--- config.mk ---
export PLATFORM = sky130hd
export DESIGN_NAME = mux_n_rr
export DESIGN_NICKNAME = d
export VERILOG_FILES = /design/src/rtl/mux_pkg.sv /design/src/rtl/rr_arbiter.sv /design/src/rtl/mux_n_rr.sv
export SDC_FILE = /design/constraint.sdc
export NUM_CORES = 1
export LEC_CHECK = 0
export CORE_UTILIZATION = 40
export DETAILED_ROUTE_END_ITERATION = 10
export PLACE_DENSITY = 0.82
export SKIP_CTS_REPAIR_TIMING = 1
export SLEW_MARGIN = 40
export SYNTH_ARGS = -nofsm -noshare
export SYNTH_HDL_FRONTEND = slang
export SYNTH_HIERARCHICAL = 1
export SYNTH_SLANG_ARGS = --single-unit
--- constraint.sdc ---
create_clock -name clk -period 2.3 [get_ports clk]
set_input_delay 0.46 -clock clk [delete_from_list [all_inputs] [get_ports clk]]
set_output_delay 0.46 -clock clk [all_outputs]
set_load 0.01 [all_outputs]
--- src/rtl/mux_pkg.sv ---
// Shared definitions for the registered N-to-1 channel multiplexer.
// Holds the source-selection mode type and its two values.
package mux_pkg;

  typedef logic mux_mode_t;

  localparam mux_mode_t MODE_FIXED = 1'b0;
  localparam mux_mode_t MODE_RR    = 1'b1;

endpackage

--- src/rtl/rr_arbiter.sv ---
// Combinational round-robin arbiter: the first requester at or after ptr (mod N) wins.
// The pointer register is kept by the caller.
module rr_arbiter #(
  parameter int N    = 4,
  parameter int SELW = $clog2(N)
) (
  input  logic [N-1:0]    req,
  input  logic [SELW-1:0] ptr,
  output logic [N-1:0]    grant,
  output logic [SELW-1:0] grant_idx,
  output logic            grant_valid
);

  logic [N-1:0]  rot;
  logic [SELW:0] sum;

  // Rotate requests so that bit 0 is channel ptr, find the first set bit, then undo the rotation
  always_comb begin
    rot         = N'({req, req} >> ptr);
    sum         = '0;
    grant_valid = 1'b0;
    for (int i = 0; i < N; i++) begin
      if (!grant_valid && rot[i]) begin
        grant_valid = 1'b1;
        sum         = {1'b0, ptr} + (SELW+1)'(i);
      end
    end
    if (sum >= (SELW+1)'(N)) begin
      sum = sum - (SELW+1)'(N);
    end
    grant_idx = sum[SELW-1:0];
    grant     = grant_valid ? (N'(1) << grant_idx) : '0;
  end

endmodule

--- src/rtl/mux_n_rr.sv ---
// Registered N-to-1 valid/ready multiplexer with fixed-select or round-robin source choice.
// One output register gives one cycle of latency at full throughput.
module mux_n_rr
  import mux_pkg::*;
#(
  parameter int N    = 4,
  parameter int W    = 8,
  parameter int SELW = $clog2(N)
) (
  input  logic            clk,
  input  logic            rst_n,
  input  mux_mode_t       mode,
  input  logic [SELW-1:0] sel,
  input  logic [N-1:0]    in_valid,
  input  logic [N*W-1:0]  in_data,
  output logic [N-1:0]    in_ready,
  output logic            out_valid,
  output logic [W-1:0]    out_data,
  output logic [SELW-1:0] out_ch,
  input  logic            out_ready
);

  logic [SELW-1:0] ptr_q, ptr_d;
  logic            out_valid_q, out_valid_d;
  logic [W-1:0]    out_data_q, out_data_d;
  logic [SELW-1:0] out_ch_q, out_ch_d;

  logic [N-1:0]    rr_grant;
  logic [SELW-1:0] rr_grant_idx;
  logic            rr_grant_valid;

  logic [N-1:0]    fix_grant;
  logic            fix_valid;

  logic [N-1:0]    grant;
  logic [SELW-1:0] grant_idx;
  logic            grant_valid;
  logic            load;
  logic [W-1:0]    grant_data;

  rr_arbiter #(
    .N    (N),
    .SELW (SELW)
  ) u_rr_arbiter (
    .req         (in_valid),
    .ptr         (ptr_q),
    .grant       (rr_grant),
    .grant_idx   (rr_grant_idx),
    .grant_valid (rr_grant_valid)
  );

  // An out-of-range sel matches no channel and therefore never grants
  always_comb begin
    fix_valid = 1'b0;
    fix_grant = '0;
    for (int k = 0; k < N; k++) begin
      if (sel == SELW'(k)) begin
        fix_valid    = in_valid[k];
        fix_grant[k] = in_valid[k];
      end
    end
  end

  always_comb begin
    grant       = (mode == MODE_RR) ? rr_grant       : fix_grant;
    grant_idx   = (mode == MODE_RR) ? rr_grant_idx   : sel;
    grant_valid = (mode == MODE_RR) ? rr_grant_valid : fix_valid;
    load        = !out_valid_q || out_ready;
    in_ready    = (rst_n && load) ? grant : '0;
    grant_data  = '0;
    for (int k = 0; k < N; k++) begin
      if (grant[k]) begin
        grant_data = in_data[k*W +: W];
      end
    end
  end

  // Data and channel hold their last values when a load finds nothing to grant
  always_comb begin
    out_valid_d = out_valid_q;
    out_data_d  = out_data_q;
    out_ch_d    = out_ch_q;
    ptr_d       = ptr_q;
    if (load) begin
      out_valid_d = grant_valid;
      if (grant_valid) begin
        out_data_d = grant_data;
        out_ch_d   = grant_idx;
        if (mode == MODE_RR) begin
          ptr_d = (grant_idx == SELW'(N-1)) ? '0 : grant_idx + SELW'(1);
        end
      end
    end
  end

  always_ff @(posedge clk or negedge rst_n) begin
    if (!rst_n) begin
      out_valid_q <= 1'b0;
      out_data_q  <= '0;
      out_ch_q    <= '0;
      ptr_q       <= '0;
    end else begin
      out_valid_q <= out_valid_d;
      out_data_q  <= out_data_d;
      out_ch_q    <= out_ch_d;
      ptr_q       <= ptr_d;
    end
  end

  assign out_valid = out_valid_q;
  assign out_data  = out_data_q;
  assign out_ch    = out_ch_q;

endmodule
==> impl_results.rst <==
.. list-table::
   :header-rows: 1

   * - Metric
     - Value
   * - Starting utilization of the core area
     - a little over two fifths
   * - Synth top area share
     - ~29%
   * - Count of standard-cell rows
     - 18
   * - P_int
     - 758 uW
   * - Count of TritonRoute iterations in the first routing pass
     - 4
   * - CTS buffer count
     - 3
   * - Cell taking the most area after synthesis
     - sky130_fd_sc_hd__dfrtp_1
   * - Placer congestion estimate
     - around 0.86
   * - Detail-routed net length per standard cell
     - between 15 and 20 um
   * - Floorplan die area
     - roughly 3000 um2
   * - Relative contribution of combinational cells to total power
     - about three fifths
   * - Register area share after synthesis
     - about 30%
   * - Largest buffer count on any clock path
     - 2
   * - Top achievable clock speed
     - ~440 MHz
   * - Max cap viols
     - 0
   * - Number of pins exceeding their max-slew limit in the final report
     - 0
   * - Hold/Removal Path Class
     - flip-flop to flip-flop
   * - EDFF count, synth
     - 0
   * - Width of the chip
     - roughly 55 um
   * - Crit share post-route
     - between 90% and 100%
   * - Violation count after the first detailed-routing iteration
     - 35
   * - Count of vias placed by the detailed router
     - between 1000 and 1500
   * - Worst slew margin relative to its limit
     - about four fifths
   * - Path type of the worst setup path
     - flip-flop to output port
   * - Number of diodes added for antenna fixing
     - 0
   * - Switching part of the total power
     - 37.7%
   * - Cell Area, Synth
     - roughly 1100 um2
   * - Number of global-route vias before repair
     - 1218
   * - Mapped Avg Cell Area
     - roughly 7.6 um2
   * - Required @ worst endpoint
     - roughly 1800 ps
   * - Largest driver fanout on the critical path
     - 7
   * - Clock transition at path regs
     - ~90 ps
   * - Syn Nets
     - 188
   * - Ratio of cells with drive above 1 in the final layout
     - a little under a quarter
   * - Total core area
     - approximately 2600 um2
   * - Top Ports
     - 57
   * - Number of storage elements in the synthesis netlist
     - 13
   * - Async SR Flop Fraction
     - 100%
   * - Cell variety after synth
     - 38
   * - Largest net degree at the start of global routing
     - 21
   * - Main flop type after synthesis
     - sky130_fd_sc_hd__dfrtp_1
   * - Post-route clock skew
     - approximately 5.0 ps
   * - Unrepaired setup endpoints after global routing
     - true
   * - Number of input and output port buffers inserted
     - 56
   * - First-pass GRT wire length
     - around 5400 um
   * - Ratio of total power to cell area
     - ~620 nW/um2
   * - Endpoint type of the worst setup path
     - output port
   * - Final Routed Wirelength
     - between 3000 and 4000 um
   * - Result of the run
     - finished, final reports clean
   * - Critical path arrival
     - 1800 ps
   * - Root Buffer Master
     - sky130_fd_sc_hd__clkbuf_4
   * - Sequential Power Share
     - roughly 29%
   * - Final setup slack of the worst path
     - 44.4 ps
   * - Synthesized instance count
     - 146
   * - Clock tree sinks
     - 13
   * - WHS
     - approximately 520 ps
   * - Fraction of power consumed by the clock network
     - a little under an eighth
   * - Ratio of routed vias to standard cells
     - approximately 5.7
   * - Number of routed nets with antenna violations
     - 0
   * - Overall global routing resource usage
     - 25.8%
   * - Net switching power
     - 457 uW
   * - Hold Fails Final Rpt
     - 0
   * - H-Tree Level Count
     - 1
   * - Time the worst path needs with I/O delays and setup
     - 2260 ps
   * - YS warnings
     - 6
   * - Final net count
     - ~270
   * - Slew at the pin with the worst max-slew slack
     - 303 ps
   * - DR DRC count
     - 0
   * - Total congestion overflow after global routing
     - 0
   * - Worst IR Drop VDD
     - 536 uV
   * - Clock latency on the worst-skew pair
     - approximately 280 ps
   * - Detailed Place HPWL
     - approximately 3000 um
   * - Post-Place Setup Slack
     - -445 ps
   * - Element type at the critical path start
     - flip-flop
   * - Layout overhead on the synthesized area
     - 77.0%
   * - Number of antenna violations at the first check in global routing
     - 0
   * - Die extent in y
     - around 55 um
   * - Setup Viol. Count Final
     - 0
   * - Leakage power figure
     - ~0.0009 uW
   * - CTS tree
     - done
   * - Top cells by area in the synthesized netlist
     - sky130_fd_sc_hd__dfrtp_1 29%, sky130_fd_sc_hd__nand2_1 13%, sky130_fd_sc_hd__a21oi_1 6.7%
state kept, by name (all words and copies together) (netlist names):
signal and count:
out_data 8, out_ch 2, out_valid 1, ptr_q 2
critical path, stage by stage, from the launching register on:
cell and delay (ps):
sky130_fd_sc_hd__dfrtp_2 450, sky130_fd_sc_hd__buf_4 180, sky130_fd_sc_hd__buf_4 120, sky130_fd_sc_hd__nand2_1 40, sky130_fd_sc_hd__a211oi_1 270, sky130_fd_sc_hd__nand2_1 130
sky130_fd_sc_hd__a21oi_2 160, sky130_fd_sc_hd__dlymetal6s2s_1 170
cells in the mapped netlist (all sizes together), types with 2 or more instances:
cell type and instances:
nand2 38, a21oi 16, dfrtp 13, nand4 9
o22a 8, nor2 7, o211ai 7, buf 6
inv 6, o21ai 6, nand2b 5, nor2b 4
a211oi 2, clkbuf 2, nor3 2, or2 2
cell type report:
class | count | area, um2
multi-input combinational | 119 | 746
sequential | 13 | 327
clock inverter | 1 | 5.00
inverter | 6 | 22.5
clock buffer | 3 | 22.5
fill | 183 | 592
timing repair buffer | 86 | 816
tap | 30 | 37.5
kinds of logic (layout without fill, tap and decap cells):
| family | count (synthesis) | in the layout | synth area share [%] |
|---|---|---|---|
| simple gates | 71 | 71 | 31.1 |
| compound gates | 45 | 45 | 29.1 |
| buf+inv | 14 | 96 | 6.95 |
| flops | 13 | 13 | 29.1 |
| mux | 2 | 2 | 2.91 |
| xor+xnor | 1 | 1 | 0.785 |
power groups by stage:
stage	clock network [uW]	registers, uW	logic (uW)
after floorplan	0	360	320
after global placement	0	358	598
after detailed placement	0	366	617
after CTS	148	362	620
after global routing	155	356	775
final	145	349	721
metal layers:
layer	routed length, um	global-route usage [%]	vias to the layer above
met5	0	0	-
met4	33	9.40	0
met3	275	2.50	4
met2	1900	42.6	62
met1	1720	34.5	705
li1	-	-	691
final timing paths:
kind                             start           to  slack (ps)  depth (start not counted)
setup reg to reg              ptr_q[0]  out_data[0]         190                         10
min in group asynchronous        rst_n  out_data[6]         550                          2
setup / recovery              ptr_q[1]  in_ready[3]          40                          7
hold / removal             out_data[6]  out_data[6]         520                          1
hold reg to reg            out_data[6]  out_data[6]         520                          1
max in group asynchronous        rst_n     ptr_q[1]        1570                          2
stage by stage:
| step | util [%] | power, uW | setup TNS [ps] | std cells | area [um2] |
|---|---|---|---|---|---|
| 2_1_floorplan | - | 679 | 0 | 146 | 1120 |
| 3_3_place_gp | 72.1 | 956 | -3310 | 248 | 1850 |
| 3_5_place_dp | 72.1 | 983 | -4170 | 248 | 1850 |
| 4_1_cts | 73.2 | 1130 | -1710 | 252 | 1880 |
| 5_1_grt | 76.9 | 1290 | -84.2 | 258 | 1980 |
| 6_report | 76.9 | 1220 | 0 | 258 | 1980 |
layout by cell type (no fill, tap or decap), types with 2 or more instances in the layout:
cell and n:
sky130_fd_sc_hd__clkdlybuf4s50_1 46, sky130_fd_sc_hd__o211ai_1 7, sky130_fd_sc_hd__a21oi_1 13, sky130_fd_sc_hd__nand2_1 37, sky130_fd_sc_hd__nand4_1 9, sky130_fd_sc_hd__a21oi_2 3
sky130_fd_sc_hd__dfrtp_1 12, sky130_fd_sc_hd__nor2b_1 2, sky130_fd_sc_hd__clkbuf_4 3, sky130_fd_sc_hd__dlymetal6s2s_1 9, sky130_fd_sc_hd__buf_4 29, sky130_fd_sc_hd__inv_1 6
sky130_fd_sc_hd__o21ai_0 4, sky130_fd_sc_hd__nand2b_1 4, sky130_fd_sc_hd__o22a_1 8, sky130_fd_sc_hd__nor2_1 7
Note: power is estimated with default switching activity, not from simulation.
